$ cat config.mk
export PLATFORM = sky130hd
export DESIGN_NAME = mod5_ctrl_arbiter_flat
export DESIGN_NICKNAME = d
export VERILOG_FILES = /design/src/rtl/mod5_ctrl_arbiter_if.sv /design/src/rtl/mod5_ctrl_arbiter.sv /design/src/flat_wrapper.sv
export SDC_FILE = /design/constraint.sdc
export NUM_CORES = 1
export LEC_CHECK = 0
export CAP_MARGIN = 20
export CORE_ASPECT_RATIO = 0.75
export CORE_MARGIN = 10
export CORE_UTILIZATION = 47
export CTS_CLUSTER_SIZE = 30
export DETAILED_ROUTE_END_ITERATION = 8
export PLACE_DENSITY = 0.78
export SETUP_SLACK_MARGIN = 0.3
export SKIP_LAST_GASP = 1
export SYNTH_ARGS = -nofsm -noshare
export SYNTH_HDL_FRONTEND = slang
export SYNTH_SLANG_ARGS = --single-unit
export TNS_END_PERCENT = 30
$ cat constraint.sdc
create_clock -name clk -period 1.6 [get_ports clk]
set_input_delay 0.24 -clock clk [delete_from_list [all_inputs] [get_ports clk]]
set_output_delay 0.24 -clock clk [all_outputs]
set_load 0.01 [all_outputs]
$ cat src/rtl/mod5_ctrl_arbiter_if.sv
// rtl/mod5_ctrl_arbiter_if.sv - command/response bus between two requesters and mod5_ctrl_arbiter
//
// Signals (bit/slice i belongs to requester i):
//   req_valid[1:0]  command pending
//   req_op[3:0]     [2i+1:2i] opcode: 00 LOAD, 01 UP, 10 DOWN, 11 READ
//   req_arg[5:0]    [3i+2:3i] load value or step count
//   req_ready[1:0]  command accepted this cycle
//   rsp_valid[1:0]  one-cycle completion pulse
//   rsp_data[2:0]   counter value at completion
//   rsp_err         LOAD value out of range
// Modports: master = requester side, slave = arbiter side.

interface mod5_ctrl_arbiter_if;
  logic [1:0] req_valid;
  logic [3:0] req_op;
  logic [5:0] req_arg;
  logic [1:0] req_ready;
  logic [1:0] rsp_valid;
  logic [2:0] rsp_data;
  logic       rsp_err;

  modport master (
    output req_valid, req_op, req_arg,
    input  req_ready, rsp_valid, rsp_data, rsp_err
  );

  modport slave (
    input  req_valid, req_op, req_arg,
    output req_ready, rsp_valid, rsp_data, rsp_err
  );
endinterface

$ cat src/rtl/mod5_ctrl_arbiter.sv
// rtl/mod5_ctrl_arbiter.sv - two-port arbiter driving an external mod-5 up/down counter
//
// Ports:
//   clk       rising-edge clock
//   reset_n   asynchronous active-low reset (shared with the counter)
//   bus       mod5_ctrl_arbiter_if.slave command/response bus
//   cnt_q     current counter value
//   cnt_load  counter load enable (also used to hold the counter)
//   cnt_udi   counter direction, 1 = up
//   cnt_d_in  counter load data
//   busy      high whenever the FSM is not in IDLE
// Build option: define MOD5ARB_FIXED_PRIO_EN for fixed priority (port 0 wins)
// instead of round-robin arbitration.

module mod5_ctrl_arbiter (
  input  logic                clk,
  input  logic                reset_n,
  mod5_ctrl_arbiter_if.slave  bus,
  input  logic [2:0]          cnt_q,
  output logic                cnt_load,
  output logic                cnt_udi,
  output logic [2:0]          cnt_d_in,
  output logic                busy
);

  typedef enum logic [1:0] {
    IDLE = 2'd0,
    EXEC = 2'd1,
    RESP = 2'd2
  } state_t;

  localparam logic [1:0] OP_LOAD = 2'b00;
  localparam logic [1:0] OP_UP   = 2'b01;
  localparam logic [1:0] OP_DOWN = 2'b10;
  localparam logic [1:0] OP_READ = 2'b11;

  state_t     state;
  state_t     state_nxt;

  logic [1:0] ready_q;
  logic [1:0] rsp_valid_q;
  logic [2:0] rsp_data_q;
  logic       rsp_err_q;

  logic       cmd_port;
  logic [1:0] cmd_op;
  logic [2:0] cmd_arg;
  logic [2:0] steps_left;
  logic       cmd_err;

  logic       grant_port;
  logic       grant_en;
  logic       accepted;
  logic [2:0] cnt_nxt;

  // ---------------------------------------------------------------------------
  // Arbitration
  // ---------------------------------------------------------------------------
`ifdef MOD5ARB_FIXED_PRIO_EN
  always_comb begin
    grant_port = ~bus.req_valid[0];
  end
`else
  logic rr;

  // With a single valid port, that port wins; only contention consults rr.
  always_comb begin
    if (bus.req_valid == 2'b11) begin
      grant_port = rr;
    end else begin
      grant_port = bus.req_valid[1];
    end
  end

  always_ff @(posedge clk or negedge reset_n) begin
    if (!reset_n) begin
      rr <= 1'b0;
    end else if (grant_en) begin
      rr <= ~grant_port;
    end
  end
`endif

  // The grant decision registers req_ready; the ready cycle itself is still
  // IDLE, and the FSM leaves IDLE on the edge that closes the handshake.
  assign grant_en = (state == IDLE) && (ready_q == 2'b00) && (|bus.req_valid);
  assign accepted = (state == IDLE) && (ready_q != 2'b00);
  assign cmd_err  = (cmd_op == OP_LOAD) && (cmd_arg > 3'd4);

  // ---------------------------------------------------------------------------
  // FSM
  // ---------------------------------------------------------------------------
  always_ff @(posedge clk or negedge reset_n) begin
    if (!reset_n) begin
      state <= IDLE;
    end else begin
      state <= state_nxt;
    end
  end

  always_comb begin
    state_nxt = state;
    cnt_load  = 1'b1;
    cnt_udi   = 1'b0;
    cnt_d_in  = cnt_q;

    case (state)
      IDLE: begin
        if (accepted) begin
          if (cmd_op == OP_LOAD) begin
            state_nxt = cmd_err ? RESP : EXEC;
          end else if ((cmd_op == OP_READ) || (cmd_arg == 3'd0)) begin
            state_nxt = RESP;
          end else begin
            state_nxt = EXEC;
          end
        end
      end
      EXEC: begin
        if (cmd_op == OP_LOAD) begin
          cnt_d_in  = cmd_arg;
          state_nxt = RESP;
        end else begin
          cnt_load = 1'b0;
          cnt_udi  = (cmd_op == OP_UP);
          if (steps_left == 3'd1) begin
            state_nxt = RESP;
          end
        end
      end
      RESP: begin
        state_nxt = IDLE;
      end
      default: begin
        state_nxt = IDLE;
      end
    endcase
  end

  // Value the counter will hold after this edge; lets the registered
  // rsp_data show the final count during the RESP cycle.
  always_comb begin
    cnt_nxt = cnt_q;
    if (cnt_load) begin
      cnt_nxt = cnt_d_in;
    end else if (cnt_udi) begin
      cnt_nxt = (cnt_q >= 3'd4) ? 3'd0 : cnt_q + 3'd1;
    end else begin
      cnt_nxt = (cnt_q == 3'd0) ? 3'd4 : cnt_q - 3'd1;
    end
  end

  // ---------------------------------------------------------------------------
  // Command latch, step counter and registered outputs
  // ---------------------------------------------------------------------------
  always_ff @(posedge clk or negedge reset_n) begin
    if (!reset_n) begin
      ready_q     <= 2'b00;
      cmd_port    <= 1'b0;
      cmd_op      <= OP_LOAD;
      cmd_arg     <= 3'd0;
      steps_left  <= 3'd0;
      rsp_valid_q <= 2'b00;
      rsp_data_q  <= 3'd0;
      rsp_err_q   <= 1'b0;
    end else begin
      ready_q <= 2'b00;
      if (grant_en) begin
        ready_q  <= grant_port ? 2'b10 : 2'b01;
        cmd_port <= grant_port;
        cmd_op   <= grant_port ? bus.req_op[3:2]  : bus.req_op[1:0];
        cmd_arg  <= grant_port ? bus.req_arg[5:3] : bus.req_arg[2:0];
      end

      if (accepted) begin
        steps_left <= cmd_arg;
      end else if (state == EXEC) begin
        steps_left <= steps_left - 3'd1;
      end

      rsp_valid_q <= 2'b00;
      rsp_data_q  <= 3'd0;
      rsp_err_q   <= 1'b0;
      if (state_nxt == RESP) begin
        rsp_valid_q <= cmd_port ? 2'b10 : 2'b01;
        rsp_data_q  <= cnt_nxt;
        rsp_err_q   <= cmd_err;
      end
    end
  end

  assign bus.req_ready = ready_q;
  assign bus.rsp_valid = rsp_valid_q;
  assign bus.rsp_data  = rsp_data_q;
  assign bus.rsp_err   = rsp_err_q;
  assign busy          = (state != IDLE);

endmodule

$ cat src/flat_wrapper.sv
// flat-port wrapper written by rule: the top's interface ports become plain ports
module mod5_ctrl_arbiter_flat 
  (clk, reset_n, cnt_q, cnt_load, cnt_udi, cnt_d_in, busy, bus_req_valid, bus_req_op, bus_req_arg, bus_req_ready, bus_rsp_valid, bus_rsp_data, bus_rsp_err);
  mod5_ctrl_arbiter_if bus_i ();
  input  logic clk;
  input  logic reset_n;
  input  logic [2:0] cnt_q;
  output logic cnt_load;
  output logic cnt_udi;
  output logic [2:0] cnt_d_in;
  output logic busy;
  input wire logic [$bits(bus_i.req_valid)-1:0] bus_req_valid;
  input wire logic [$bits(bus_i.req_op)-1:0] bus_req_op;
  input wire logic [$bits(bus_i.req_arg)-1:0] bus_req_arg;
  output wire logic [$bits(bus_i.req_ready)-1:0] bus_req_ready;
  output wire logic [$bits(bus_i.rsp_valid)-1:0] bus_rsp_valid;
  output wire logic [$bits(bus_i.rsp_data)-1:0] bus_rsp_data;
  output wire logic [$bits(bus_i.rsp_err)-1:0] bus_rsp_err;
  assign bus_i.req_valid = bus_req_valid;
  assign bus_i.req_op = bus_req_op;
  assign bus_i.req_arg = bus_req_arg;
  assign bus_req_ready = bus_i.req_ready;
  assign bus_rsp_valid = bus_i.rsp_valid;
  assign bus_rsp_data = bus_i.rsp_data;
  assign bus_rsp_err = bus_i.rsp_err;
  mod5_ctrl_arbiter u_core (.clk(clk), .reset_n(reset_n), .bus(bus_i), .cnt_q(cnt_q), .cnt_load(cnt_load), .cnt_udi(cnt_udi), .cnt_d_in(cnt_d_in), .busy(busy));
endmodule
== Yosys cells after proc, flatten, opt, wreduce, memory -nomap -nowiden ==
Cells that the tools add are included.

* Flip-flop bits (word level): 20
* Logic and storage cells: 64

* Add/sub/neg operators: 3
* Order comparisons: 2
* Equality and inequality tests: 6
* Mux-type cells: 28
* Bitwise gates (word level): 1
* Reduce and logical (&&, ||, !) cells: 14

{| class="wikitable"
|+ Operators with widths
! kind !! number
|-
| 3-bit 2-to-1 mux || 10
|-
| 2-bit 2-to-1 mux || 11
|-
| 2-bit == test, second input constant || 3
|-
| 2-bit logical NOT || 3
|-
| 3-bit logical NOT || 2
|-
| 1-bit 2-to-1 mux || 6
|-
| 2-bit nonzero test || 3
|-
| 3-bit by 1-bit subtractor with 3-bit output, second input constant || 2
|-
| 2-bit by 1-bit == test with 1-bit output, second input constant || 2
|-
| 1-bit logical AND || 4
|-
| 2-bit case mux with 2 select lines || 1
|-
| 3-bit by 1-bit adder with 3-bit output, second input constant || 1
|-
| 3-bit by 1-bit == test with 1-bit output, second input constant || 1
|-
| 3-bit >= comparator, second input constant || 1
|-
| 3-bit > comparator, second input constant || 1
|-
| 2-bit OR reduction || 1
|-
| 1-bit logical OR || 1
|-
| 1-bit NOT || 1
|}

== Longest topological paths before layout ==
Gate-level depths: netlist of run 1.

* Word-level depth: 8
* Depth in mapped cells: 6
* Gate-level depth less buffers: 6

== Worst setup path after synthesis of run 1 ==
OpenSTA, ideal clock, no wires.

* Kind: register to output
* From: register u_core.state[1]
* To: output cnt_d_in[2]
* Data arrival time: 1.304 ns
* Slack: 0.056 ns
* Cell stages (with the launch flop): 6
* Buffers on the path: 1
* Cells stage by stage: dfrtp_1 -> nand2b_1 -> buf_2 -> nor3_1 -> nand2_1 -> o21ai_0

* Cells in the longest elaborated chain, start to end: 2

{| class="wikitable"
|+ RTL lines
! item !! line !! source
|-
| start: declaration || mod5_ctrl_arbiter.sv:37 || <nowiki>state_t state;</nowiki>
|-
| start signal: assignment || mod5_ctrl_arbiter.sv:97 || <nowiki>state <= state_nxt;</nowiki>
|-
| 2-bit by 1-bit == test with 1-bit output || mod5_ctrl_arbiter.sv:107 || <nowiki>case (state)</nowiki>
|-
| 3-bit 2-to-1 mux || mod5_ctrl_arbiter.sv:107 ||
|-
| end: declaration || flat_wrapper.sv:10 || <nowiki>output logic [2:0] cnt_d_in;</nowiki>
|}

Every way passes these cells.

== Worst setup path in the final report of run 1 ==
* From: register u_core.cmd_op[0]
* To: output cnt_d_in[0]

* Cells in the longest elaborated chain, start to end: 3

{| class="wikitable"
|+ RTL lines
! item !! line !! source
|-
| start: declaration || mod5_ctrl_arbiter.sv:46 || <nowiki>logic [1:0] cmd_op;</nowiki>
|-
| start signal: assignment || mod5_ctrl_arbiter.sv:171 || <nowiki>cmd_op <= grant_port ? bus.req_op[3:2] : bus.req_op[1:0];</nowiki>
|-
| 2-bit logical NOT || mod5_ctrl_arbiter.sv:120 || <nowiki>if (cmd_op == OP_LOAD) begin</nowiki>
|-
| 3-bit 2-to-1 mux || mod5_ctrl_arbiter.sv:120 ||
|-
| 3-bit 2-to-1 mux || mod5_ctrl_arbiter.sv:107 ||
|}

Every way passes these cells.

==> results of run 1 <==
==> cells in the final DEF (no fill, tap or decap), types with 2 or more instances in the layout <==
cell / synthesis / final
a211oi_2: 2 / 2
a21o_1: 2 / 2
a21oi_2: 0 / 2
a221o_1: 3 / 3
buf_2: 3 / 4
buf_4: 0 / 28
buf_6: 1 / 8
clkbuf_4: 0 / 3
clkdlybuf4s50_1: 0 / 24
dfrtp_1: 20 / 20
ha_1: 5 / 5
inv_1: 9 / 8
mux2i_1: 6 / 6
nand2_1: 12 / 10
nand2_2: 0 / 2
nand2b_1: 3 / 2
nor2_1: 12 / 9
nor2_4: 0 / 2
o21ai_0: 11 / 4
o21ai_1: 1 / 7
==> per-layer routing <==
layer | share of wire [%] | wire [um] | track usage (%)
met1 | 42 | 1380 | 14.4
met2 | 52 | 1720 | 25.5
met3 | 5.0 | 165 | 3.88
met4 | 0.76 | 25 | 2.50
met5 | 0 | 0 | 0
==> critical path, cell delays in order, from the launching register on <==
cell and delay [ps]:
dfrtp_1 420, buf_6 130, nor3_4 190, buf_6 140
nand2_2 50, o21ai_1 80, buf_2 150
==> how the worst min path moves through the flow <==
stage	end	slack [ps]	cells past startpoint
6_report	u_core.bus.rsp_data[1]$_DFF_PN0_	260	2
5_1_grt	u_core.bus.rsp_data[0]$_DFF_PN0_	270	2
4_1_cts	u_core.state[0]$_DFF_PN0_	260	2
3_5_place_dp	u_core.bus.rsp_valid[0]$_DFF_PN0_	450	1
3_3_place_gp	u_core.bus.rsp_valid[0]$_DFF_PN0_	440	1
2_1_floorplan	u_core.bus.req_ready[0]$_DFF_PN0_	-60	0
==> kinds of logic after synthesis <==
group / Yosys count
multiplexers: 6
AND/OR/NAND/NOR: 40
AO/OA/AOI/OAI: 31
flip-flops: 20
buffers and inverters: 14
adder cells (fa/ha/maj): 5
XOR/XNOR: 1
==> stage by stage <==
step	hold slack (ps)	util, %	TNS [ps]	setup slack [ps]
global route	272	80.5	-1070	-174
global placement	444	70.4	-735	-193
finish	259	80.5	-281	-105
CTS	264	77.9	-547	-111
floorplan	-55.6	-	0	172
detailed placement	451	70.4	-1020	-220
==> cell type report <==
| cell class | count | area [um^2] | share of cell area (%) |
|---|---|---|---|
| well taps | 34 | 42.5 | 2.29 |
| multi-input cells | 83 | 669 | 36.0 |
| clock buffers | 3 | 22.5 | 1.21 |
| flip-flops and latches | 20 | 500 | 26.9 |
| clock inverters | 1 | 30.0 | 1.62 |
| repair buffers | 64 | 561 | 30.1 |
| inverters | 9 | 33.8 | 1.82 |
==> power by group through the flow <==
stage	clock (mW)	sequential, mW	combinational (mW)
2_1_floorplan	0	0.876	0.966
3_3_place_gp	0	0.859	1.60
3_5_place_dp	0	0.867	1.66
4_1_cts	0.415	0.872	1.93
5_1_grt	0.446	0.908	2.28
6_report	0.409	0.893	2.10
==> sequential cells by signal (all words and copies together) (netlist names) <==
signal and flops:
u_core.bus.rsp_data 3, u_core.cmd_arg 3, u_core.steps_left 3, u_core.bus.req_ready 2
u_core.bus.rsp_valid 2, u_core.cmd_op 2, u_core.state 2, u_core.bus.rsp_err 1
u_core.cmd_port 1, u_core.rr 1
==> what timing repair did <==
item | in CTS | in global routing
gates cloned | 0 | 0
hold buffers | 0 | 0
buffers inserted | 10 | 3
endpoints found under the setup margin | 33 | 34
pin swaps | 7 | 5
resized for setup | 46 | 18
endpoints found under the hold margin | 0 | 0
==> metrics.md, run 1 <==
| Metric | Value |
|---|---|
| Synth cell types | `36` |
| Worst R2R Start | `u_core.cmd_op[1]$_DFFE_PN0P_` |
| Share of layout cells above drive strength 1 | `37.2%` |
| Count leader, synth | `dfrtp_1` |
| Drt pass-1 iters | `4` |
| Initial drt markers | `110` |
| Max-slew headroom | `78.6%` |
| Final setup violation count | `8` |
| Crit path from | `u_core.cmd_op[0]$_DFFE_PN0P_` |
| Post-synth ARST share | `100%` |
| Num CTS Buffers | `3` |
| Static Leak | `0.882 nW` |
| Final period util | `107%` |
| Worst hold path type | `input pin to asynchronous set/reset pin` |
| Finished Layout Cells | `214` |
| Critical path capture point type | `output pin` |
| Average wire per standard cell | `15.4 um` |
| Worst EP arrival | `1460 ps` |
| Status | `finished with violations` |
| Final Skew | `3.38 ps` |
| Total track usage | `13.4%` |
| Clk root buf | `clkbuf_4` |
| Max-Cap Viols | `0` |
| Multiplexer share of the synthesized area | `5.23%` |
| Port Buffers | `30` |
| Tmin final | `1700 ps` |
| Initial Utilization | `49.7%` |
| Number of global-route vias before repair | `1189` |
| Synth top area share | `43.6%` |
| Fin area | `0.00186 mm^2` |
| Slew Limit Fails | `0` |
| Crit path to | `cnt_d_in[0]` |
| Commonest cells post-synth | `dfrtp_1, nand2_1, nor2_1` |
| Antenna viol nets, final | `0` |
| Synth Area in XOR/XNOR | `0.763%` |
| Diode count | `0` |
| Yosys reg bits | `20` |
| Adder-Cell Fraction of Synth Area | `5.45%` |
| Syn_nets | `139` |
| Grt ovf | `0` |
| Dpl cells | `197` |
| # rows | `15` |
| Clock power frac | `12.0%` |
| Die Ht | `62.8 um` |
| Failing checks | `setup timing` |
| Residual DRC | `0` |
| Mean post-synth cell area | `9.81 um^2` |
| Clock Pin Slew Worst Setup and Hold Paths | `110 ps` |
| Initial antenna violation count | `0` |
| Simple-Gate Fraction of Synth Area | `17.4%` |
| Crit Path Category | `flop to output pin` |
| First-pass GRT wire length | `5460 um` |
| PwrDens | `1830 mW/mm^2` |
| Post-Syn Instances | `117` |
| Sw frac | `38.4%` |
| H-tree lvl count | `1` |
| Final wirelength | `3290 um` |
| FF-to-FF End | `u_core.state[1]$_DFF_PN0_` |
| Die Span X | `77.1 um` |
| Clk_lat worst skew | `300 ps` |
| Peak supply drop | `0.000916 V` |
| Nets@finish | `203` |
| DP HPWL | `2430 um` |
| Total clock sinks | `20` |
| Fill count | `143` |
| Post-synthesis sequential area ratio | `43.6%` |
| Final worst slack | `-105 ps` |
| Path depth of the worst reg2reg path | `6` |
| Largest net degree at the start of global routing | `21` |
| Crit Path Max Fanout | `3` |
| Clock tree buffer depth | `2` |
| Area delta synth->final | `62.0%` |
| Total internal power | `2.10 mW` |
| Fmax | `587 MHz` |
| Placed Area | `0.00163 mm^2` |
| IO Pins | `31` |
| Sw power | `1.31 mW` |
| Dominant cell type by area after synthesis | `dfrtp_1` |
| Vias per cell | `5.14` |
| Slew @ Worst Pin | `321 ps` |
| DR vias | `1100` |
| Mapped Area | `0.00115 mm^2` |
| Dominant synthesized flop cell | `dfrtp_1` |
| Die ar. | `0.00484 mm^2` |
| CP Data Required Time | `1360 ps` |
| Compound-Gate Fraction of Synth Area | `21.9%` |
| Critical Path Source Type | `flop` |
| RSZ-0062 raised after global routing | `yes` |
| Post-synth EDFFs | `0` |
| Top cells by area, synth | `dfrtp_1, ha_1, mux2i_1` |
| Combinational Power Share | `61.8%` |
| Sequential Power Share | `26.2%` |
| CTS tree | `built` |
| Core box area | `0.00231 mm^2` |
| Final Hold Vio Count | `0` |
| Reg2Reg Setup Slack | `-30 ps` |
| GP Congestion | `0.867` |
| Post-route total power | `3.41 mW` |
| YS warnings | `0` |
| Largest family of logic cells by synthesized area | `compound AO/OA/AOI/OAI gates` |
No activity file was read; power rests on OpenSTA's default activity.
==> inputs of run 2 (changes only) <==
--- a/config.mk
+++ b/config.mk
@@ -5,6 +5,7 @@
 export SDC_FILE = /design/constraint.sdc
 export NUM_CORES = 1
 export LEC_CHECK = 0
+export ABC_CLOCK_PERIOD_IN_PS = 1600
 export CAP_MARGIN = 20
 export CORE_ASPECT_RATIO = 0.75
 export CORE_MARGIN = 10
==> results of run 2 <==
The final DEF is identical to that of run 1; final timing and power are the same.
